===== config.mk =====
export PLATFORM = sky130hd
export DESIGN_NAME = led_scan_flat
export DESIGN_NICKNAME = d
export VERILOG_FILES = /design/src/rtl/led_pkg.sv /design/src/rtl/led_scan_if.sv /design/src/rtl/led_scan.sv /design/src/flat_wrapper.sv
export SDC_FILE = /design/constraint.sdc
export NUM_CORES = 1
export LEC_CHECK = 0
export ABC_CLOCK_PERIOD_IN_PS = 3300
export CORE_AREA = 2 2 87 89
export DETAILED_ROUTE_END_ITERATION = 6
export DIE_AREA = 0 0 89 91
export MAX_ROUTING_LAYER = met4
export PLACE_DENSITY = 0.77
export SYNTH_ARGS = -nofsm -noshare
export SYNTH_HDL_FRONTEND = slang
export SYNTH_SLANG_ARGS = --single-unit

===== constraint.sdc =====
create_clock -name clk -period 3.3 [get_ports clk]
set_clock_uncertainty 0.2 [all_clocks]
set_input_delay 0.99 -clock clk [delete_from_list [all_inputs] [get_ports clk]]
set_output_delay 0.99 -clock clk [all_outputs]
set_load 0.03 [all_outputs]

===== src/rtl/led_pkg.sv =====
// Shared constants and scan state encoding for the LED matrix scanner.
// Pixel word layout and matrix geometry live here.
package led_pkg;

    localparam int LED_ROWS   = 8;
    localparam int LED_COLS   = 8;
    localparam int PIX_STORED = 3;
    localparam int PIX_G      = 2;
    localparam int PIX_R      = 1;

    typedef enum logic [2:0] {
        IDLE,
        FETCH,
        BLANK,
        LATCH,
        DWELL
    } scan_state_e;

    function automatic logic [LED_ROWS-1:0] row_onehot(input logic [2:0] r);
        return LED_ROWS'(1) << r;
    endfunction

endpackage


===== src/rtl/led_scan_if.sv =====
// Frame RAM read port shared between the scanner and the pen/write side.
// The scanner is master; the RAM arbiter/storage is slave.
interface led_scan_if;

    logic       ram_rd;
    logic [2:0] ram_row;
    logic [2:0] ram_col;
    logic       ram_gnt;
    logic [3:0] ram_data;

    modport master (
        output ram_rd,
        output ram_row,
        output ram_col,
        input  ram_gnt,
        input  ram_data
    );

    modport slave (
        input  ram_rd,
        input  ram_row,
        input  ram_col,
        output ram_gnt,
        output ram_data
    );

endinterface


===== src/rtl/led_scan.sv =====
// Row-by-row reader of the 8x8 frame RAM driving a bi-colour LED matrix.
// Every output is registered from next-state values; dwell/blank share one counter.
module led_scan
    import led_pkg::*;
#(
    parameter int DWELL_CYCLES = 1000,
    parameter int BLANK_CYCLES = 16
) (
    input  logic                clk,
    input  logic                rst,
    input  logic                en,
    led_scan_if.master          ram,
    output logic [LED_ROWS-1:0] row_sel,
    output logic [LED_COLS-1:0] col_r,
    output logic [LED_COLS-1:0] col_g,
    output logic                frame_start,
    output logic                busy
);

    localparam int MAXC = (DWELL_CYCLES > BLANK_CYCLES) ? DWELL_CYCLES : BLANK_CYCLES;
    localparam int CW   = $clog2(MAXC + 1);
    localparam logic [CW-1:0] BLANK_LD = CW'(BLANK_CYCLES - 1);
    localparam logic [CW-1:0] DWELL_LD = CW'(DWELL_CYCLES - 1);

    scan_state_e         state_q, state_d;
    logic [2:0]          row_q, row_d;
    logic [3:0]          issue_q, issue_d;
    logic [CW-1:0]       cnt_q, cnt_d;
    logic                pend_q, pend_d;
    logic [2:0]          cap_col_q, cap_col_d;
    logic [LED_COLS-1:0] shr_q, shr_d;
    logic [LED_COLS-1:0] shg_q, shg_d;
    logic                rd_q, rd_d;
    logic [2:0]          rrow_q, rrow_d;
    logic [2:0]          rcol_q, rcol_d;
    logic [LED_ROWS-1:0] rsel_q, rsel_d;
    logic [LED_COLS-1:0] cr_q, cr_d;
    logic [LED_COLS-1:0] cg_q, cg_d;
    logic                fs_q, fs_d;
    logic                busy_q, busy_d;
    logic                accept;

    assign accept = rd_q & ram.ram_gnt;

    // Next-state: scan sequencing, read issue, capture into the shadow row.
    always_comb begin
        state_d   = state_q;
        row_d     = row_q;
        issue_d   = issue_q;
        cnt_d     = cnt_q;
        pend_d    = 1'b0;
        cap_col_d = cap_col_q;
        shr_d     = shr_q;
        shg_d     = shg_q;
        if (!en) begin
            state_d = IDLE;
            row_d   = '0;
            issue_d = '0;
        end else begin
            unique case (state_q)
                IDLE: begin
                    state_d = FETCH;
                    row_d   = '0;
                    issue_d = '0;
                end
                FETCH: begin
                    if (accept) begin
                        issue_d   = issue_q + 4'd1;
                        pend_d    = 1'b1;
                        cap_col_d = rcol_q;
                    end
                    if (pend_q) begin
                        shr_d[cap_col_q] = ram.ram_data[PIX_STORED] & ram.ram_data[PIX_R];
                        shg_d[cap_col_q] = ram.ram_data[PIX_STORED] & ram.ram_data[PIX_G];
                        if (cap_col_q == 3'd7) begin
                            state_d = BLANK;
                            cnt_d   = BLANK_LD;
                        end
                    end
                end
                BLANK: begin
                    if (cnt_q == '0) state_d = LATCH;
                    else             cnt_d   = cnt_q - CW'(1);
                end
                LATCH: begin
                    state_d = DWELL;
                    cnt_d   = DWELL_LD;
                end
                DWELL: begin
                    if (cnt_q == '0) begin
                        state_d = FETCH;
                        row_d   = row_q + 3'd1;
                        issue_d = '0;
                    end else begin
                        cnt_d = cnt_q - CW'(1);
                    end
                end
                default: state_d = IDLE;
            endcase
        end
    end

    // Output next-values derived from the upcoming state so outputs stay registered.
    always_comb begin
        rd_d   = (state_d == FETCH) && !issue_d[3];
        rrow_d = rd_d ? row_d : 3'd0;
        rcol_d = rd_d ? issue_d[2:0] : 3'd0;
        busy_d = (state_d != IDLE);
        rsel_d = rsel_q;
        cr_d   = cr_q;
        cg_d   = cg_q;
        fs_d   = 1'b0;
        unique case (state_d)
            IDLE, BLANK: begin
                rsel_d = '0;
                cr_d   = '0;
                cg_d   = '0;
            end
            LATCH: begin
                rsel_d = row_onehot(row_d);
                cr_d   = shr_q;
                cg_d   = shg_q;
                fs_d   = (row_d == 3'd0);
            end
            default: ;
        endcase
    end

    // State and output registers with synchronous reset.
    always_ff @(posedge clk) begin
        if (rst) begin
            state_q   <= IDLE;
            row_q     <= '0;
            issue_q   <= '0;
            cnt_q     <= '0;
            pend_q    <= 1'b0;
            cap_col_q <= '0;
            shr_q     <= '0;
            shg_q     <= '0;
            rd_q      <= 1'b0;
            rrow_q    <= '0;
            rcol_q    <= '0;
            rsel_q    <= '0;
            cr_q      <= '0;
            cg_q      <= '0;
            fs_q      <= 1'b0;
            busy_q    <= 1'b0;
        end else begin
            state_q   <= state_d;
            row_q     <= row_d;
            issue_q   <= issue_d;
            cnt_q     <= cnt_d;
            pend_q    <= pend_d;
            cap_col_q <= cap_col_d;
            shr_q     <= shr_d;
            shg_q     <= shg_d;
            rd_q      <= rd_d;
            rrow_q    <= rrow_d;
            rcol_q    <= rcol_d;
            rsel_q    <= rsel_d;
            cr_q      <= cr_d;
            cg_q      <= cg_d;
            fs_q      <= fs_d;
            busy_q    <= busy_d;
        end
    end

    assign ram.ram_rd  = rd_q;
    assign ram.ram_row = rrow_q;
    assign ram.ram_col = rcol_q;
    assign row_sel     = rsel_q;
    assign col_r       = cr_q;
    assign col_g       = cg_q;
    assign frame_start = fs_q;
    assign busy        = busy_q;

endmodule


===== src/flat_wrapper.sv =====
// flat-port wrapper written by rule: the top's interface ports become plain ports
module led_scan_flat import led_pkg::*;
#(
    parameter int DWELL_CYCLES = 1000,
    parameter int BLANK_CYCLES = 16
)
  (clk, rst, en, row_sel, col_r, col_g, frame_start, busy, ram_ram_rd, ram_ram_row, ram_ram_col, ram_ram_gnt, ram_ram_data);
  led_scan_if ram_i ();
  input  logic clk;
  input  logic rst;
  input  logic en;
  output logic [LED_ROWS-1:0] row_sel;
  output logic [LED_COLS-1:0] col_r;
  output logic [LED_COLS-1:0] col_g;
  output logic frame_start;
  output logic busy;
  output wire logic [$bits(ram_i.ram_rd)-1:0] ram_ram_rd;
  output wire logic [$bits(ram_i.ram_row)-1:0] ram_ram_row;
  output wire logic [$bits(ram_i.ram_col)-1:0] ram_ram_col;
  input wire logic [$bits(ram_i.ram_gnt)-1:0] ram_ram_gnt;
  input wire logic [$bits(ram_i.ram_data)-1:0] ram_ram_data;
  assign ram_ram_rd = ram_i.ram_rd;
  assign ram_ram_row = ram_i.ram_row;
  assign ram_ram_col = ram_i.ram_col;
  assign ram_i.ram_gnt = ram_ram_gnt;
  assign ram_i.ram_data = ram_ram_data;
  led_scan #(.DWELL_CYCLES(DWELL_CYCLES), .BLANK_CYCLES(BLANK_CYCLES)) u_core (.clk(clk), .rst(rst), .en(en), .ram(ram_i), .row_sel(row_sel), .col_r(col_r), .col_g(col_g), .frame_start(frame_start), .busy(busy));
endmodule

### Word-level counts from Yosys, hierarchy flattened

Cells that the tools add are included.

* logic and storage cells: 83
* register bits after elaboration: 73

* add/subtract/negate cells: 3
* bitwise gates (word level): 7
* reductions and logical operators: 18
* shifts and indexed selects: 1
* mux-type cells: 25
* eq/ne operators: 11
* magnitude comparators: 2

Operators with widths (number)
* $pmux W8 S2: 3
* $mux W10: 3
* $pmux W10 S3: 1
* $mux W3: 7
* $bwmux W8: 2
* $pmux W3 S5: 1
* $eq A3 B2 Y1 const B: 4
* $mux W4: 3
* $pmux W4 S3: 1
* $logic_not A10 Y1: 1
* $sub A10 B1 Y10 const B: 1
* $logic_not A3 Y1: 3
* $reduce_or A2 Y1: 4
* $shl A1 B3 Y8 const A: 1
* $eq A3 B1 Y1 const B: 2
* $eq A3 B3 Y1 const B: 2
* $pmux W3 S2: 1
* $reduce_and A3 Y1: 2
* $reduce_bool A3 Y1: 2
* $reduce_and A5 Y1: 1
* $add A4 B1 Y4 const B: 1
* $lt A3 B4 Y1 const B: 1
* $ne A2 B1 Y1 const B: 2
* $not A1 Y1: 4
* 10 further kinds: 14

### Depth between registers and ports, before layout

* depth in word-level cells: 9
* depth in mapped cells: 9
* mapped depth without buffers: 8

### Worst setup path after synthesis

Ideal clock, no wire load.

* kind: reg2reg
* from: register u_core.cnt_q[4]
* to: register u_core.rsel_q[0] (netlist: u_core.row_sel[0])
* period minus slack after synthesis: 2.475 ns
* arrival time: 2.205 ns
* library setup time: 0.071 ns
* required time: 3.029 ns
* cell stages (with the launch flop): 8
* path slack: 0.825 ns
* path buffers: 1
* cells stage by stage: dfxtp_1 -> or4_1 -> buf_6 -> nor4_4 -> mux2i_1 -> nor3b_2 -> nand3_1 -> a21oi_1

* longest elaborated chain between the ends: 7

RTL lines
* from (decl): line led_scan.sv:28 `logic [CW-1:0] cnt_q, cnt_d;`
* from (signal assigned): line led_scan.sv:152 `cnt_q <= cnt_d;`
* $logic_not A10 Y1 *: line led_scan.sv:82, led_scan.sv:90
* $mux W3, on equally long branches: line led_scan.sv:90, led_scan.sv:82
* $pmux W3 S5: line led_scan.sv:60 `unique case (state_q)`
* $mux W3: line led_scan.sv:55 `if (!en) begin`
* $eq A3 B2 Y1 or $logic_not A3 Y1 (tied branches): line led_scan.sv:113 `unique case (state_d)`
* $reduce_or A2 Y1: line led_scan.sv:113
* $pmux W8 S2 or $reduce_bool A2 Y1 (tied branches)
* to (signal assigned): line led_scan.sv:160 `rsel_q <= rsel_d;`
* to (decl): line led_scan.sv:36 `logic [LED_ROWS-1:0] rsel_q, rsel_d;`

Every way passes the cells marked *; elsewhere a longest branch is shown, timed or not.
A chain may end at the register's enable or synchronous reset.

### Worst setup path after layout

* from: input port en
* to: register u_core.shr_q[5]

* longest elaborated chain between the ends: 1

RTL lines
* from (decl): line flat_wrapper.sv:11 `input logic en;`
* $reduce_and A3 Y1 (no line)
* to (signal assigned): line led_scan.sv:155 `shr_q <= shr_d;`
* to (decl): line led_scan.sv:31 `logic [LED_COLS-1:0] shr_q, shr_d;`

Every way passes these cells.

==> results.yml <==
setup_path:
  cp_slowest_cell: "clkdlybuf4s50_1"
  arrival_ns: 2.78
  critPathKind: "in -> reg"
  cp.required_ns: 3.32
  end_kind: "flop"
  r2r-end: "u_core.row_sel[0]"
  rrSetupSlack_ns: 0.59
  cp_max_fo: 4
  crit_chain: "clkdlybuf4s50_1, nand2_1, or3_1, or3b_2, mux2i_1, nor2_1"
  r2r-start: "u_core.cnt_q[4]"
  critPathLaunchType: "input port"
  critPathMaxStageDelay_ns: 0.58
  r2r.worst_path.cells: 6
synthesis:
  synthCells: 354
  synth_top_area_share_pct: 46.7
  synth_edf_count: 0
  netlist_area_mm2: 0.00313
  ys_top_cells_by_area: "dfxtp_1 47%, nor2_1 8.3%, a22oi_1 5.0%"
  synth_seq_cells: 73
  syn_nets: 366
  synth.largest_area_cell: "dfxtp_1"
  synthFlopType: "dfxtp_1"
  syn_area_per_cell_um2: 8.84
  ys_seq_area_share_pct: 46.7
  async_reset_ff_share_pct: 0
  yosysWarnings: 0
  synth_cell_type_count: 54
clock_network:
  cts_buffer_depth: 2
  path_clk_slew_ns: 0.08
  cts_hold_buf: 0
  post_cts_buffers: 0
  cts_resized: 0
  cts_tree: "built"
  cts_sinks: 73
  clockRootBuffer: "clkbuf_8"
  htreeDepth: 3
  clk_latency_ns: 0.35
  cts_inserted_buffers: 9
floorplan:
  initial_core_util_pct: 43.9
  core_mm2: 0.00714
  rows: 31
  ioPinCount: 41
  die_h_um: 91
  fp.dieW_um: 89
  die-area_mm2: 0.00810
power:
  p_per_area_mw_per_mm2: 430
  p_leak_nw: 1.43
  ir_drop_mv: 0.414
timing:
  period_share_pct: 83.9
  rsz0062_at_grt: "no"
  worst_slew_pin_slew_ns: 0.612
  fmax_mhz: 361
  setup_viol: 0
  finalSetupTns_ns: 0
  slew_headroom_pct: 58.8
  hold_viol: 0
  drv_slew: 0
  fin_crit_ns: 2.77
  holdWs_ns: 0.262
grt:
  globalRouteOverflowTotal: 0
  grt_pass1_vias: 2413
  grt_max_degree: 61
  antenna_found_initial: 0
  gr-usage-all-layers_pct: 18.5
  grt_pass1_wl_um: 11600
route:
  drtAntennaViolNets: 0
  drtPass1Iterations: 4
  wl_per_cell_um: 13.9
  via_per_inst: 5.26
  drt-total-wl_um: 6890
  drtIter0Drc: 140
  drc: 0
  vias: 2613
final_layout:
  final_cell_area_mm2: 0.00381
  layout.nets: 405
  drive_above_1_share_pct: 11.6
  diodes: 0
  area_delta_synth_final_pct: 21.7
placement:
  gp_congestion: 0.849
  dpl_cell_area_mm2: 0.00362
  hpwl_um: 4750
  portBuffers: 39
flow_run:
  maxCapViolCount: 0
worst_hold_path:
  hold_path_depth: 2
  min_to: "u_core.row_sel[0]"
  min_from: "u_core.row_sel[0]"
  hp-class: "reg -> reg"
status:
  outcome: "finished, final reports clean"
[cells in the final DEF (no fill, tap or decap), types with 4 or more instances in the layout]
| cell | n |
|---|---|
| o31ai_1 | 4 |
| a21oi_1 | 22 |
| nand3b_1 | 4 |
| inv_1 | 9 |
| nand3_1 | 10 |
| a22oi_1 | 21 |
| nor3_1 | 8 |
| ha_1 | 4 |
| and2_1 | 5 |
| buf_4 | 10 |
| clkdlybuf4s50_1 | 38 |
| o21ai_0 | 7 |
| dfxtp_1 | 73 |
| nor2_1 | 69 |
| nand2_1 | 28 |
| mux2i_1 | 15 |
| clkbuf_8 | 9 |
[power by group]
group | internal, mW | switching [mW] | leakage, nW
sequential | 0.883 | 0.00300 | 0.589
clock | 0.352 | 0.339 | 0.0971
combinational | 0.0199 | 0.0401 | 0.742
[state kept, by name, indices dropped and copies added, names as in the netlist]
| signal | cells |
|---|---|
| u_core.state_q | 3 |
| u_core.row_sel | 8 |
| u_core.cnt_q | 10 |
| u_core.cap_col_q | 3 |
| u_core.ram.ram_row | 3 |
| u_core.ram.ram_rd | 1 |
| u_core.row_q | 3 |
| u_core.col_r | 8 |
| u_core.issue_q | 4 |
| u_core.col_g | 8 |
| u_core.shg_q | 8 |
| u_core.ram.ram_col | 3 |
| u_core.pend_q | 1 |
| u_core.frame_start | 1 |
| u_core.shr_q | 8 |
| u_core.busy | 1 |
[synth_stat cells (all sizes together) (5+ instances only)]
cell	count
nor3	10
nand3	10
inv	10
a21oi	23
buf	8
dfxtp	73
a22oi	22
clkbuf	13
o21ai	8
and2	5
mux2i	16
nand2	29
nor2	71
[worst max-delay path: cells and delay by family]
family	cells	cell delay (ns)
multiplexers	1	0.19
AND/OR/NAND/NOR	4	1.02
buffers and inverters	1	0.58
[cell type report]
cell class | instances | area [µm²]
Inverter | 10 | 37.5
Multi-Input combinational cell | 250 | 1540
Clock inverter | 6 | 65.1
Timing Repair Buffer | 49 | 460
Tap cell | 99 | 124
Clock buffer | 10 | 128
Fill cell | 677 | 3330
Sequential cell | 73 | 1460
[how the worst max path moves through the flow]
stage / start / endpoint / slack, ns / cells after the start
5_1_grt: en / u_core.row_sel[0] / 0.41 / 7
3_3_place_gp: en / u_core.row_sel[6] / 0.23 / 9
2_1_floorplan: u_core.cnt_q[4] / u_core.row_sel[0] / 0.82 / 7
3_5_place_dp: en / u_core.shr_q[5] / 0.18 / 6
4_1_cts: en / u_core.shr_q[5] / 0.55 / 6
6_report: en / u_core.shr_q[5] / 0.53 / 6
[metal layers]
metal  track usage, %  vias to the layer above  share of wire [%]
met3             4.64                       10                5.0
met1             24.2                     1219                 45
met4             6.34                        0                1.4
li1                 -                     1322                  -
met5                -                        -                  0
met2             27.9                       62                 48
[per-stage QoR]
step / worst slack (ns) / power [mW] / instances / utilization (%)
6_report: 0.531 / 1.64 / 497 / 53.4
5_1_grt: 0.411 / 1.70 / 497 / 53.4
4_1_cts: 0.545 / 1.65 / 497 / 53.4
3_5_place_dp: 0.182 / 0.967 / 481 / 50.7
3_3_place_gp: 0.229 / 0.965 / 481 / 50.7
2_1_floorplan: 0.825 / 0.944 / 354 / -
[kinds of logic after synthesis]
kind of cell	count (synthesis)	share of synthesized area, %
buffers and inverters	31	4.40
AOI/OAI and AO/OA	72	15.9
xor gates and xnor gates	3	0.839
and+or+nand+nor	155	25.4
DFF	73	46.7
adders and majority gates	4	1.60
muxes	16	5.24
(Power assumes the default switching activity.)
